## src/rtl/nand_bus_arbiter.sv

```systemverilog
// Round-robin owner arbitration for a shared NAND DQ/CLE/ALE bus with per-target CE#.
// Grants one tenure at a time, enforces a turnaround gap and reclaims the bus after MAX_HOLD cycles.
module nand_bus_arbiter #(
    parameter int NREQ     = 8,
    parameter int TURN_CYC = 2,
    parameter int MAX_HOLD = 4096,
    parameter int HW       = 13
) (
    input  logic            CLK,
    input  logic            RST,
    input  logic [NREQ-1:0] req,
    input  logic [NREQ-1:0] rel,
    output logic [NREQ-1:0] gnt,
    output logic [NREQ-1:0] cen,
    output logic [2:0]      owner,
    output logic            bus_busy,
    output logic            timeout,
    output logic [2:0]      timeout_id
);

    localparam int TW = $clog2(TURN_CYC + 1);

    typedef enum logic [1:0] {
        ST_IDLE = 2'd0,
        ST_OWN  = 2'd1,
        ST_TURN = 2'd2
    } state_t;

    state_t          state_r, state_nx_s;
    logic [NREQ-1:0] gnt_r, gnt_nx_s, cen_r;
    logic [2:0]      owner_r, owner_nx_s;
    logic [2:0]      ptr_r, ptr_nx_s;
    logic [HW-1:0]   hold_r, hold_nx_s;
    logic [TW-1:0]   turn_r, turn_nx_s;
    logic            busy_r;
    logic            timeout_r, timeout_nx_s;
    logic [2:0]      tid_r, tid_nx_s;
    logic [3:0]      pick_s;
    logic            own_rel_s, own_req_s, hold_hit_s;

    // First requester at or after p, wrapping modulo NREQ; result is {found, index}.
    function automatic logic [3:0] rr_pick(input logic [NREQ-1:0] r, input logic [2:0] p);
        logic [3:0] res;
        logic [2:0] idx;
        res = 4'd0;
        for (int i = NREQ - 1; i >= 0; i--) begin
            idx = 3'((int'(p) + i) % NREQ);
            if (r[idx]) begin
                res = {1'b1, idx};
            end else begin
                res = res;
            end
        end
        return res;
    endfunction

    assign pick_s     = rr_pick(req, ptr_r);
    assign own_rel_s  = rel[owner_r];
    assign own_req_s  = req[owner_r];
    assign hold_hit_s = (MAX_HOLD != 0) && (hold_r == HW'(MAX_HOLD));

    // Next-state and next-output logic for the tenure FSM.
    always_comb begin
        state_nx_s   = state_r;
        gnt_nx_s     = gnt_r;
        owner_nx_s   = owner_r;
        ptr_nx_s     = ptr_r;
        hold_nx_s    = hold_r;
        turn_nx_s    = turn_r;
        timeout_nx_s = 1'b0;
        tid_nx_s     = tid_r;
        case (state_r)
            ST_IDLE: begin
                if (pick_s[3]) begin
                    gnt_nx_s   = {{(NREQ-1){1'b0}}, 1'b1} << pick_s[2:0];
                    owner_nx_s = pick_s[2:0];
                    hold_nx_s  = HW'(1);
                    state_nx_s = ST_OWN;
                end else begin
                    state_nx_s = ST_IDLE;
                end
            end
            ST_OWN: begin
                if (own_rel_s || !own_req_s || hold_hit_s) begin
                    gnt_nx_s   = {NREQ{1'b0}};
                    ptr_nx_s   = 3'((int'(owner_r) + 1) % NREQ);
                    turn_nx_s  = TW'(TURN_CYC - 1);
                    state_nx_s = ST_TURN;
                    // A voluntary release or withdrawal on the limit edge is not a forced end.
                    if (hold_hit_s && !own_rel_s && own_req_s) begin
                        timeout_nx_s = 1'b1;
                        tid_nx_s     = owner_r;
                    end else begin
                        timeout_nx_s = 1'b0;
                    end
                end else if (hold_r != {HW{1'b1}}) begin
                    hold_nx_s = hold_r + HW'(1);
                end else begin
                    hold_nx_s = hold_r;
                end
            end
            ST_TURN: begin
                gnt_nx_s = {NREQ{1'b0}};
                if (turn_r == TW'(0)) begin
                    state_nx_s = ST_IDLE;
                end else begin
                    turn_nx_s = turn_r - TW'(1);
                end
            end
            default: begin
                gnt_nx_s   = {NREQ{1'b0}};
                state_nx_s = ST_IDLE;
            end
        endcase
    end

    // State and registered outputs; reset drops every CE at once.
    always_ff @(posedge CLK or posedge RST) begin
        if (RST) begin
            state_r   <= ST_IDLE;
            gnt_r     <= {NREQ{1'b0}};
            cen_r     <= {NREQ{1'b1}};
            owner_r   <= 3'd0;
            ptr_r     <= 3'd0;
            hold_r    <= {HW{1'b0}};
            turn_r    <= {TW{1'b0}};
            busy_r    <= 1'b0;
            timeout_r <= 1'b0;
            tid_r     <= 3'd0;
        end else begin
            state_r   <= state_nx_s;
            gnt_r     <= gnt_nx_s;
            cen_r     <= ~gnt_nx_s;
            owner_r   <= owner_nx_s;
            ptr_r     <= ptr_nx_s;
            hold_r    <= hold_nx_s;
            turn_r    <= turn_nx_s;
            busy_r    <= |gnt_nx_s;
            timeout_r <= timeout_nx_s;
            tid_r     <= tid_nx_s;
        end
    end

    assign gnt        = gnt_r;
    assign cen        = cen_r;
    assign owner      = owner_r;
    assign bus_busy   = busy_r;
    assign timeout    = timeout_r;
    assign timeout_id = tid_r;

endmodule

```

## config.mk

```make
export PLATFORM = sky130hd
export DESIGN_NAME = nand_bus_arbiter
export DESIGN_NICKNAME = d
export VERILOG_FILES = /design/src/rtl/nand_bus_arbiter.sv
export SDC_FILE = /design/constraint.sdc
export NUM_CORES = 1
export LEC_CHECK = 0
export CORE_UTILIZATION = 45
export DETAILED_ROUTE_END_ITERATION = 10
export PLACE_DENSITY = 0.77
export RECOVER_POWER = 100
export SYNTH_ARGS = -nofsm -noshare
export SYNTH_HDL_FRONTEND = slang
export SYNTH_SLANG_ARGS = --single-unit
```

## constraint.sdc

```tcl
create_clock -name CLK -period 4.9 [get_ports CLK]
set_clock_uncertainty 0.15 [all_clocks]
set_input_delay 0.735 -clock CLK [delete_from_list [all_inputs] [get_ports CLK]]
set_output_delay 0.735 -clock CLK [all_outputs]
set_load 0.05 [all_outputs]
```

==> impl_summary.md <==
Status
The run finished, with violations left. The checks that failed: capacitance limit, slew limit.

Synth
Yosys printed 0 warnings. The netlist uses 55 different library cells. Counting flops with a built-in enable in the synthesized netlist gives 0. The prevailing post-synth register cell is sky130_fd_sc_hd__dfrtp_1. The number of nets handed over by synthesis was 312. The share of the Yosys chip area taken by registers is 37.7%. The post-synthesis area per instance is 10.2 sq um. The flip-flop and latch count after synthesis is 44. Counting flops with an async set or reset pin after synthesis yields a share of 100%.

In the synthesized netlist, the number of instances is 288. The cell area after synthesis is 0.00294 sq mm.

STA
The setup TNS after final layout is 0 ns. The hold violation total from the final report is 0. The clock period could shrink to 4.40 ns. The final setup violation count is 0. Of the available clock period, the critical path in the final layout requires around 90%. At the pin with the least slew margin, the transition time is 2.25 ns. The final max-slew violation count is 45. The tightest hold path in the finished design has a slack of 0.319 ns. For this run, the top clock speed supported by timing is 227 MHz. Setup repair after global routing left no endpoint under its margin. Measured against its own limit, the worst slew margin works out to -50.2%.

Finish
In the final layout, the share of cells above drive strength 1 is 10.2%. The top cell types in the final layout, fill and taps aside, are 36 x sky130_fd_sc_hd__dfrtp_1, 29 x sky130_fd_sc_hd__nand2_1, 27 x sky130_fd_sc_hd__dlygate4sd3_1. The fill cell instance count of the final layout is 545. The multi-input logic area is between 0.0015 and 0.002 sq mm.

The area growth from synthesis to final layout is 19.0%. The most frequent standard cell in the layout excluding fill and tap cells is sky130_fd_sc_hd__dfrtp_1. Across the whole layout, storage elements account for 0.00111 sq mm. The repair_antennas step left the layout with diodes totalling 0. The final layout contains 345 nets.

Clocking
The clock reaches the later pin of the worst-skew pair after 0.30 ns. The H-tree was split into 2 levels. The clock net in this run drives a total of 44 sinks. The number of hold buffers added after cts is 0. Buffers added to address setup during post-CTS repair amount to 0.

After clock tree synthesis, the clock-pin slew on the worst setup and hold paths is 0.08 ns. The count of instances resized after the clock tree is built is 0. The cell sitting at the root of the clock tree is a sky130_fd_sc_hd__clkbuf_8.

The clock tree from TritonCTS is yes. The TritonCTS buffer count is 5. Counting along the longest clock path gives a buffer depth of 2.

Power
The leakage power is about 1.4 nW. Power spread over the standard cell area amounts to 739 mW/mm^2. The worst-case IR drop observed on VDD is around 410 uV.

Floorplan
The die boundary width is 82.9 um. The initial core utilization is 46.4%. 42 I/O pins were placed.

The core region is 0.00635 sq mm. The die covers 0.00687 sq mm. The die extent in y is between 80 and 90 um. The floorplan has 29 rows.

Drt
After detailed routing, the total wire length is 6.65 mm. The detailed router finished its first iteration with approximately 210 violations. The iteration count of the initial detailed-routing pass is 4. The detail route stage leaves a number of antenna-violating nets equal to 0. After detailed routing, the number of vias per cell comes to 6.04. The final route contains 2,408 vias.

After detailed routing, the average wire length per cell comes to 16.7 um. The remaining routing DRC violations is 0.

Global route
The leftover overflow at the end of global routing is 0. The first global-routing pass estimated 11.4 mm of wire. Across every metal layer, demand over resource in global routing totals between 20% and 30%. The largest net degree at the start of global routing is between 40 and 50. The via count of the first global-routing pass came to 2,284. The initial antenna violation count was 0.

Hold path
The number of cells on the worst hold path is 1. The path class of the tightest hold or removal check is reg -> reg.

Critical path
The worst setup path is of the reg -> reg kind. The worst setup path is launched from a flop. In this run the worst path has a maximum fanout of 18.

The critical path data arrival time is 4.48 ns. The number of cells on the worst reg-to-reg path is 8. The critical path capture point type is a flop.

The largest single stage delay on the critical path is 0.94 ns. The slowest stage of the critical path belongs to the cell sky130_fd_sc_hd__a211oi_1. At the worst endpoint, the required time is about 5.0 ns. The critical path goes through inv_1 -> ha_1 -> mux4_2 -> mux2i_1 -> o2111ai_1 -> a31o_1 -> a211oi_1 -> mux2_2.

Placement
The placer congestion estimate is 0.872. During placement, the flow inserted port buffers numbering 41. Detailed placement finished with a half-perimeter wire length of 4.68 mm.

Job
Across the run, the number of max-cap violations was 1.
## metal layers
layer | vias up | part of all wire [%] | global-route usage [%]
li1 | 1151 | - | -
met1 | 1181 | 47 | 29.0
met2 | 72 | 47 | 30.4
met3 | 4 | 5.1 | 4.87
met4 | 0 | 0.69 | 5.64
met5 | - | 0 | 0
## metrics by stage
step	worst slack [ns]	cell area, sq um	util (%)	total power, mW	cells
floorplan	1.53	2940	-	1.92	288
global placement	0.778	3380	53.2	2.24	391
detailed placement	0.678	3380	53.2	2.27	391
CTS	0.672	3530	55.7	2.66	399
global route	0.210	3500	55.2	2.77	399
finish	0.504	3500	55.2	2.59	399
## sequential cells by signal, indices dropped and copies added, names as in the netlist
| register | cells |
|---|---|
| bus_busy | 1 |
| cen | 8 |
| gnt | 8 |
| hold_r | 13 |
| owner | 3 |
| ptr_r | 3 |
| state_r | 2 |
| timeout | 1 |
| timeout_id | 3 |
| turn_r | 2 |
## worst max-delay path: cells and delay by family, from the launching register on
kind	cells	cell delay (ns)
fa+ha+maj	1	0.58
buf+inv	1	0.29
compound gates	3	1.29
mux	3	1.22
flops	1	0.79
## where the power goes
part / internal (mW) / switching, mW
registers: 0.471 / 0.148
logic: 0.609 / 0.979
clock network: 0.255 / 0.126
total: 1.34 / 1.25
## cell families after synthesis
logic type | synth area share, %
AO/OA/AOI/OAI | 15.9
flip-flops | 37.7
XOR/XNOR | 4.16
AND/OR/NAND/NOR | 17.2
multiplexers | 16.9
buffers and inverters | 5.61
adder cells (fa/ha/maj) | 2.55
## final timing paths
path                                 end     start  slack (ns)
worst max-delay path            owner[1]  ptr_r[0]        0.50
worst min-delay path              cen[3]    gnt[3]        0.32
worst max register to register  owner[1]  ptr_r[0]        0.50
worst min register to register    cen[3]    gnt[3]        0.32
max in group asynchronous         gnt[2]       RST        1.76
min in group asynchronous        timeout       RST        1.56
## final cells by class
cell class / instances / share of cell area (%)
multi-input combinational: 208 / 47.0
inverter: 18 / 1.93
tap: 77 / 2.75
timing repair buffer: 44 / 12.0
clock buffer: 5 / 1.96
clock inverter: 3 / 2.57
sequential: 44 / 31.7
## synthesized netlist by cell type (all sizes together) (3+ instances only)
| master | number | share of area (%) |
|---|---|---|
| a32oi | 8 | 2.4 |
| nand2 | 29 | 3.7 |
| nor4b | 3 | 0.89 |
| and3 | 3 | 0.64 |
| nand3 | 9 | 1.5 |
| o32ai | 3 | 0.89 |
| mux4 | 14 | 11 |
| xnor2 | 12 | 3.6 |
| and2 | 5 | 1.1 |
| a21boi | 3 | 0.76 |
| nor3 | 9 | 1.5 |
| clkbuf | 8 | 1.0 |
| buf | 10 | 2.3 |
| ha | 6 | 2.5 |
| inv | 18 | 2.3 |
| mux2i | 8 | 2.7 |
| a31oi | 3 | 0.64 |
| a32o | 10 | 3.4 |
| dfstp | 8 | 7.1 |
| nor2b | 3 | 0.64 |
| dfrtp | 36 | 31 |
| a21oi | 7 | 1.2 |
| mux2 | 7 | 2.7 |
| nor2 | 26 | 3.3 |
| nor4 | 9 | 1.9 |
Power figures use the tool's default switching activity.
